$ cat src/rtl/stack_pkg.sv
// Shared definitions for the stack controller: command encodings and default sizes.
package stack_pkg;

  typedef enum logic [1:0] {
    CTL_DRAIN = 2'b00,
    CTL_BYTE  = 2'b01,
    CTL_WORD  = 2'b10,
    CTL_SPLIT = 2'b11
  } ctl_e;

  localparam int DATA_W_DEF     = 16;
  localparam int STACK_SIZE_DEF = 3;
  localparam int OCC_W          = 2;
  localparam int STAT_W         = 16;

  function automatic logic [STAT_W-1:0] stat_sat_inc(input logic [STAT_W-1:0] v);
    return (v == {STAT_W{1'b1}}) ? v : v + STAT_W'(1);
  endfunction

endpackage

$ cat src/rtl/stack_occ_tracker.sv
// Mirror of the downstream stack depth, advanced by every command code issued.
module stack_occ_tracker
  import stack_pkg::*;
#(
  parameter int STACK_SIZE = STACK_SIZE_DEF
) (
  input  logic             clk,
  input  logic             rst,
  input  ctl_e             code_i,
  output logic [OCC_W-1:0] occ_o,
  output logic             full_o
);

  localparam logic [OCC_W-1:0] OCC_MAX = OCC_W'(STACK_SIZE);

  logic [OCC_W-1:0] occ_q;
  logic [OCC_W-1:0] occ_d;

  always_comb begin
    occ_d = occ_q;
    unique case (code_i)
      CTL_DRAIN: if (occ_q != '0)      occ_d = occ_q - OCC_W'(1);
      CTL_SPLIT: if (occ_q != OCC_MAX) occ_d = occ_q + OCC_W'(1);
      default:   occ_d = occ_q;
    endcase
  end

  always_ff @(posedge clk or negedge rst) begin
    if (!rst) occ_q <= '0;
    else      occ_q <= occ_d;
  end

  assign occ_o  = occ_q;
  assign full_o = (occ_q == OCC_MAX);

endmodule

$ cat src/rtl/stack_ctl_gen.sv
// Stack command generator: turns requests into one registered ctl code per clock.
// Optional statistics counters are built when STACK_CTL_GEN_STATS_EN is defined.
module stack_ctl_gen
  import stack_pkg::*;
#(
  parameter int DATA_WIDTH = DATA_W_DEF,
  parameter int STACK_SIZE = STACK_SIZE_DEF
) (
  input  logic                  clk,
  input  logic                  rst,
  input  logic                  in_valid,
  input  logic [1:0]            in_op,
  input  logic [DATA_WIDTH-1:0] in_data,
  output logic                  in_ready,
  output logic [1:0]            ctl,
  output logic [DATA_WIDTH-1:0] DATA_in,
  input  logic                  o_wait,
  output logic [OCC_W-1:0]      occ,
  output logic                  err
`ifdef STACK_CTL_GEN_STATS_EN
  ,
  output logic [STAT_W-1:0]     issue_cnt,
  output logic [STAT_W-1:0]     stall_cnt
`endif
);

  localparam int HALF_W = DATA_WIDTH / 2;

  logic                  occ_full;
  logic                  accept;
  ctl_e                  code_d;
  ctl_e                  ctl_q;
  logic [DATA_WIDTH-1:0] data_d;
  logic [DATA_WIDTH-1:0] data_q;
  logic                  err_q;

  // A SPLIT may only go out while the mirrored stack has room.
  assign in_ready = !((in_op == 2'(CTL_SPLIT)) && occ_full);
  assign accept   = in_valid && in_ready;
  assign code_d   = accept ? ctl_e'(in_op) : CTL_DRAIN;

  always_comb begin
    data_d = data_q;
    unique case (code_d)
      CTL_BYTE:            data_d = {{(DATA_WIDTH - HALF_W){1'b0}}, in_data[HALF_W-1:0]};
      CTL_WORD, CTL_SPLIT: data_d = in_data;
      default:             data_d = data_q;
    endcase
  end

  always_ff @(posedge clk or negedge rst) begin
    if (!rst) begin
      ctl_q  <= CTL_DRAIN;
      data_q <= '0;
      err_q  <= 1'b0;
    end else begin
      ctl_q  <= code_d;
      data_q <= data_d;
      err_q  <= err_q | o_wait;
    end
  end

  stack_occ_tracker #(
    .STACK_SIZE (STACK_SIZE)
  ) u_occ (
    .clk    (clk),
    .rst    (rst),
    .code_i (code_d),
    .occ_o  (occ),
    .full_o (occ_full)
  );

  assign ctl     = ctl_q;
  assign DATA_in = data_q;
  assign err     = err_q;

`ifdef STACK_CTL_GEN_STATS_EN
  logic [STAT_W-1:0] issue_q;
  logic [STAT_W-1:0] stall_q;

  always_ff @(posedge clk or negedge rst) begin
    if (!rst) begin
      issue_q <= '0;
      stall_q <= '0;
    end else begin
      if (code_d != CTL_DRAIN)     issue_q <= stat_sat_inc(issue_q);
      if (in_valid && !in_ready)   stall_q <= stat_sat_inc(stall_q);
    end
  end

  assign issue_cnt = issue_q;
  assign stall_cnt = stall_q;
`endif

endmodule

$ cat config.mk
export PLATFORM = sky130hd
export DESIGN_NAME = stack_ctl_gen
export DESIGN_NICKNAME = d
export VERILOG_FILES = /design/src/rtl/stack_pkg.sv /design/src/rtl/stack_occ_tracker.sv /design/src/rtl/stack_ctl_gen.sv
export SDC_FILE = /design/constraint.sdc
export NUM_CORES = 1
export LEC_CHECK = 0
export ABC_CLOCK_PERIOD_IN_PS = 2550
export CORE_ASPECT_RATIO = 1.5
export CORE_MARGIN = 4
export CORE_UTILIZATION = 30
export CTS_BUF_LIST = sky130_fd_sc_hd__clkbuf_16
export DETAILED_ROUTE_END_ITERATION = 7
export PLACE_DENSITY = 0.65
export SETUP_SLACK_MARGIN = 0.1
export SYNTH_ARGS = -nofsm -noshare
export SYNTH_HDL_FRONTEND = slang
export SYNTH_HIERARCHICAL = 1
export SYNTH_SLANG_ARGS = --single-unit
$ cat constraint.sdc
create_clock -name clk -period 2.55 [get_ports clk]
set_clock_uncertainty 0.15 [all_clocks]
set_input_delay 0.255 -clock clk [delete_from_list [all_inputs] [get_ports clk]]
set_output_delay 0.255 -clock clk [all_outputs]
set_load 0.01 [all_outputs]
==> results.py <==
metrics = {
    "yosys": {
        "synth_cell_type_count": 24,
        "synth_area_per_cell_um2": 9.52,
        "synth_top_cell_by_area": "dfrtp_1",
        "synthTopCellsByArea": "dfrtp_1, a221oi_2, nor2b_1",
        "ys_ff_latch": 21,
        "synth.top_cell.area_share_pct": 36.1,
        "yosysWarnings": 6,
        "synth_cells": 153,
        "synth_nets": 175,
        "netlist_area_mm2": 0.00146,
        "ys_seq_area_share_pct": 36.1,
    },
    "finish": {
        "final_area_mm2": 0.00200,
        "antenna_cells": 0,
        "final_core_util_pct": 43.3,
        "layout.nets": 216,
        "syn_to_final_growth_pct": 37.2,
        "drive_gt1_share_pct": 17.6,
    },
    "floorplan": {
        "initial_core_util_pct": 31.5,
        "dieArea_mm2": 0.00606,
        "die_y_um": 93.3,
        "die_w_um": 64.9,
        "pin_count": 44,
        "rows": 30,
        "core-area_mm2": 0.00462,
    },
    "clocking": {
        "cts.clk_slew.worst_paths_ns": 0.06,
        "cts_tree": "yes",
        "clock_latency_ns": 0.25,
        "ctsResizeCount": 0,
        "root_buffer": "clkbuf_16",
        "cts_buffers": 3,
        "postCtsHoldBufs": 0,
        "cts_setup_buffers": 0,
        "htree_levels": 1,
        "cts_num_sinks": 21,
        "clk_path_buf_depth": 2,
    },
    "global_routing": {
        "antenna_found_initial": 0,
        "use_met2_pct": 19.4,
        "use_met3_pct": 2.28,
        "grt_first_pass_wirelength_mm": 6.06,
        "grtUsageTotal_pct": 12.5,
        "grt_max_degree": 28,
        "use_met1_pct": 17.2,
        "top_usage_layer": "met2",
        "grt_pass1_vias": 1281,
        "overflow": 0,
    },
    "timing": {
        "fin_ws_ns": 0.489,
        "maxSlewViolCount": 0,
        "period_share_pct": 80.8,
        "tightest_slew_ns": 0.409,
        "period_minus_slack_ns": 2.06,
        "report.final.hold_viol_count": 0,
        "rsz0062_at_grt": "no",
        "max_freq_ghz": 0.485,
        "tns_ns": 0,
        "setup-violations-final": 0,
        "slew_headroom_pct": 72.7,
    },
    "worst_setup_path": {
        "worstPathMaxFanout": 8,
        "reg2reg_depth": 6,
        "end_kind": "primary output",
        "required_ns": 2.14,
        "crit_type": "register to primary output",
        "cp_data_arrival_time_ns": 1.66,
        "timing.rr.end": "u_occ/occ_o[1]",
        "critPathLaunchType": "register",
        "rr_startpoint": "u_occ/occ_o[1]",
        "rrSetupSlack_ns": 0.61,
    },
    "run_status": {
        "outcome": "completed",
    },
    "drt": {
        "drc": 0,
        "via_per_inst": 4.97,
        "wire_per_inst_um": 14.0,
        "vias": 1278,
        "dr.pass1.iters": 5,
        "ant_nets": 0,
        "drtIter0Drc": 81,
        "wirelength_mm": 3.60,
    },
    "job": {
        "drv_cap": 0,
    },
    "place": {
        "hpwl_mm": 2.48,
        "pre_cts_ws_ns": 0.428,
        "placed_area_mm2": 0.00192,
        "port_buffers": 43,
        "gp_congestion": 0.682,
    },
    "power": {
        "peakVddDrop_mv": 0.227,
        "p_per_area_mw_per_mm2": 553,
        "leakagePower_nw": 0.739,
    },
    "min_path": {
        "hold_class": "input pin to asynchronous set/reset pin",
    },
}
[where the power goes]
| group | total (W) | switching, W | internal, W |
|---|---|---|---|
| clock | 0.000334 | 0.000125 | 0.000209 |
| combinational | 0.000336 | 0.000144 | 0.000192 |
| sequential | 0.000435 | 0.0000542 | 0.000381 |
| total | 0.00111 | 0.000324 | 0.000782 |
[state kept, by name (all words and copies together) (netlist names)]
signal,cells
ctl,2
err,1
DATA_in,16
u_occ/occ_o,2
[kinds of logic (layout without fill, tap and decap cells)]
family / count (synthesis) / after routing / synth area share, %
simple gates: 78 / 78 / 31.0
compound gates: 39 / 39 / 25.5
flops: 21 / 21 / 36.1
buf+inv: 15 / 55 / 7.39
[synthesized netlist by cell type]
| master | count |
|---|---|
| or2_2 | 1 |
| o22ai_2 | 3 |
| nand3b_1 | 8 |
| a211oi_2 | 8 |
| a221oi_2 | 8 |
| o22ai_1 | 5 |
| nand2_2 | 1 |
| dfrtp_1 | 21 |
| buf_2 | 5 |
| a21oi_1 | 12 |
| or2_1 | 9 |
| nor2b_1 | 17 |
| a22oi_1 | 1 |
| nand2_1 | 3 |
| and2_4 | 1 |
| nor2_1 | 10 |
| a21bo_1 | 1 |
| nand4_1 | 8 |
| nor2_4 | 1 |
| clkbuf_1 | 4 |
| buf_6 | 6 |
| and2_1 | 2 |
| o21ai_1 | 1 |
| nand3_1 | 17 |
[cells in the final DEF, fill, tap and decap left out, types with 8 or more instances in the layout]
cell,n
a221oi_2,8
a21oi_1,12
nand3b_1,8
buf_4,8
nor2b_1,17
nand4_1,8
dfrtp_1,21
clkdlybuf4s50_1,43
a211oi_2,8
nor2_1,10
or2_1,9
nand3_1,17
[metal layers]
layer  routed length, um  part of all wire, %  vias up
met5                   0                    0        -
met4                  48                  1.3        0
met3                 206                  5.7        5
met2                1590                   44       44
met1                1750                   49      591
li1                    -                    -      638
[cell type report]
class	count	area (um2)
Clock inverter	1	3.75
Fill cell	443	2620
Sequential cell	21	526
Clock buffer	3	75.1
Timing Repair Buffer	51	490
Multi-Input combinational cell	117	823
Tap cell	64	80.1
[worst max-delay path by stage]
stage / end / slack [ns] / from
final: in_ready / 0.49 / u_occ/occ_o[1]
after global routing: in_ready / 0.41 / u_occ/occ_o[1]
after CTS: in_ready / 0.49 / u_occ/occ_o[1]
after detailed placement: DATA_in[14] / 0.43 / in_op[1]
after global placement: DATA_in[0] / 0.45 / in_op[0]
after floorplan: u_occ/occ_o[1] / 0.77 / u_occ/occ_o[1]
[worst max-delay path, stage by stage (launching register included)]
cell	delay (ns)
dfrtp_1	0.42
and2_1	0.33
nand3_1	0.14
clkdlybuf4s50_1	0.51
[through the flow]
step	instances	power (W)	hold WS, ns
floorplan	153	0.000613	-0.191
global placement	253	0.000777	0.296
detailed placement	253	0.000779	0.306
CTS	257	0.00112	0.217
global route	257	0.00117	0.236
finish	257	0.00111	0.204
No activity file was read; power rests on OpenSTA's default activity.
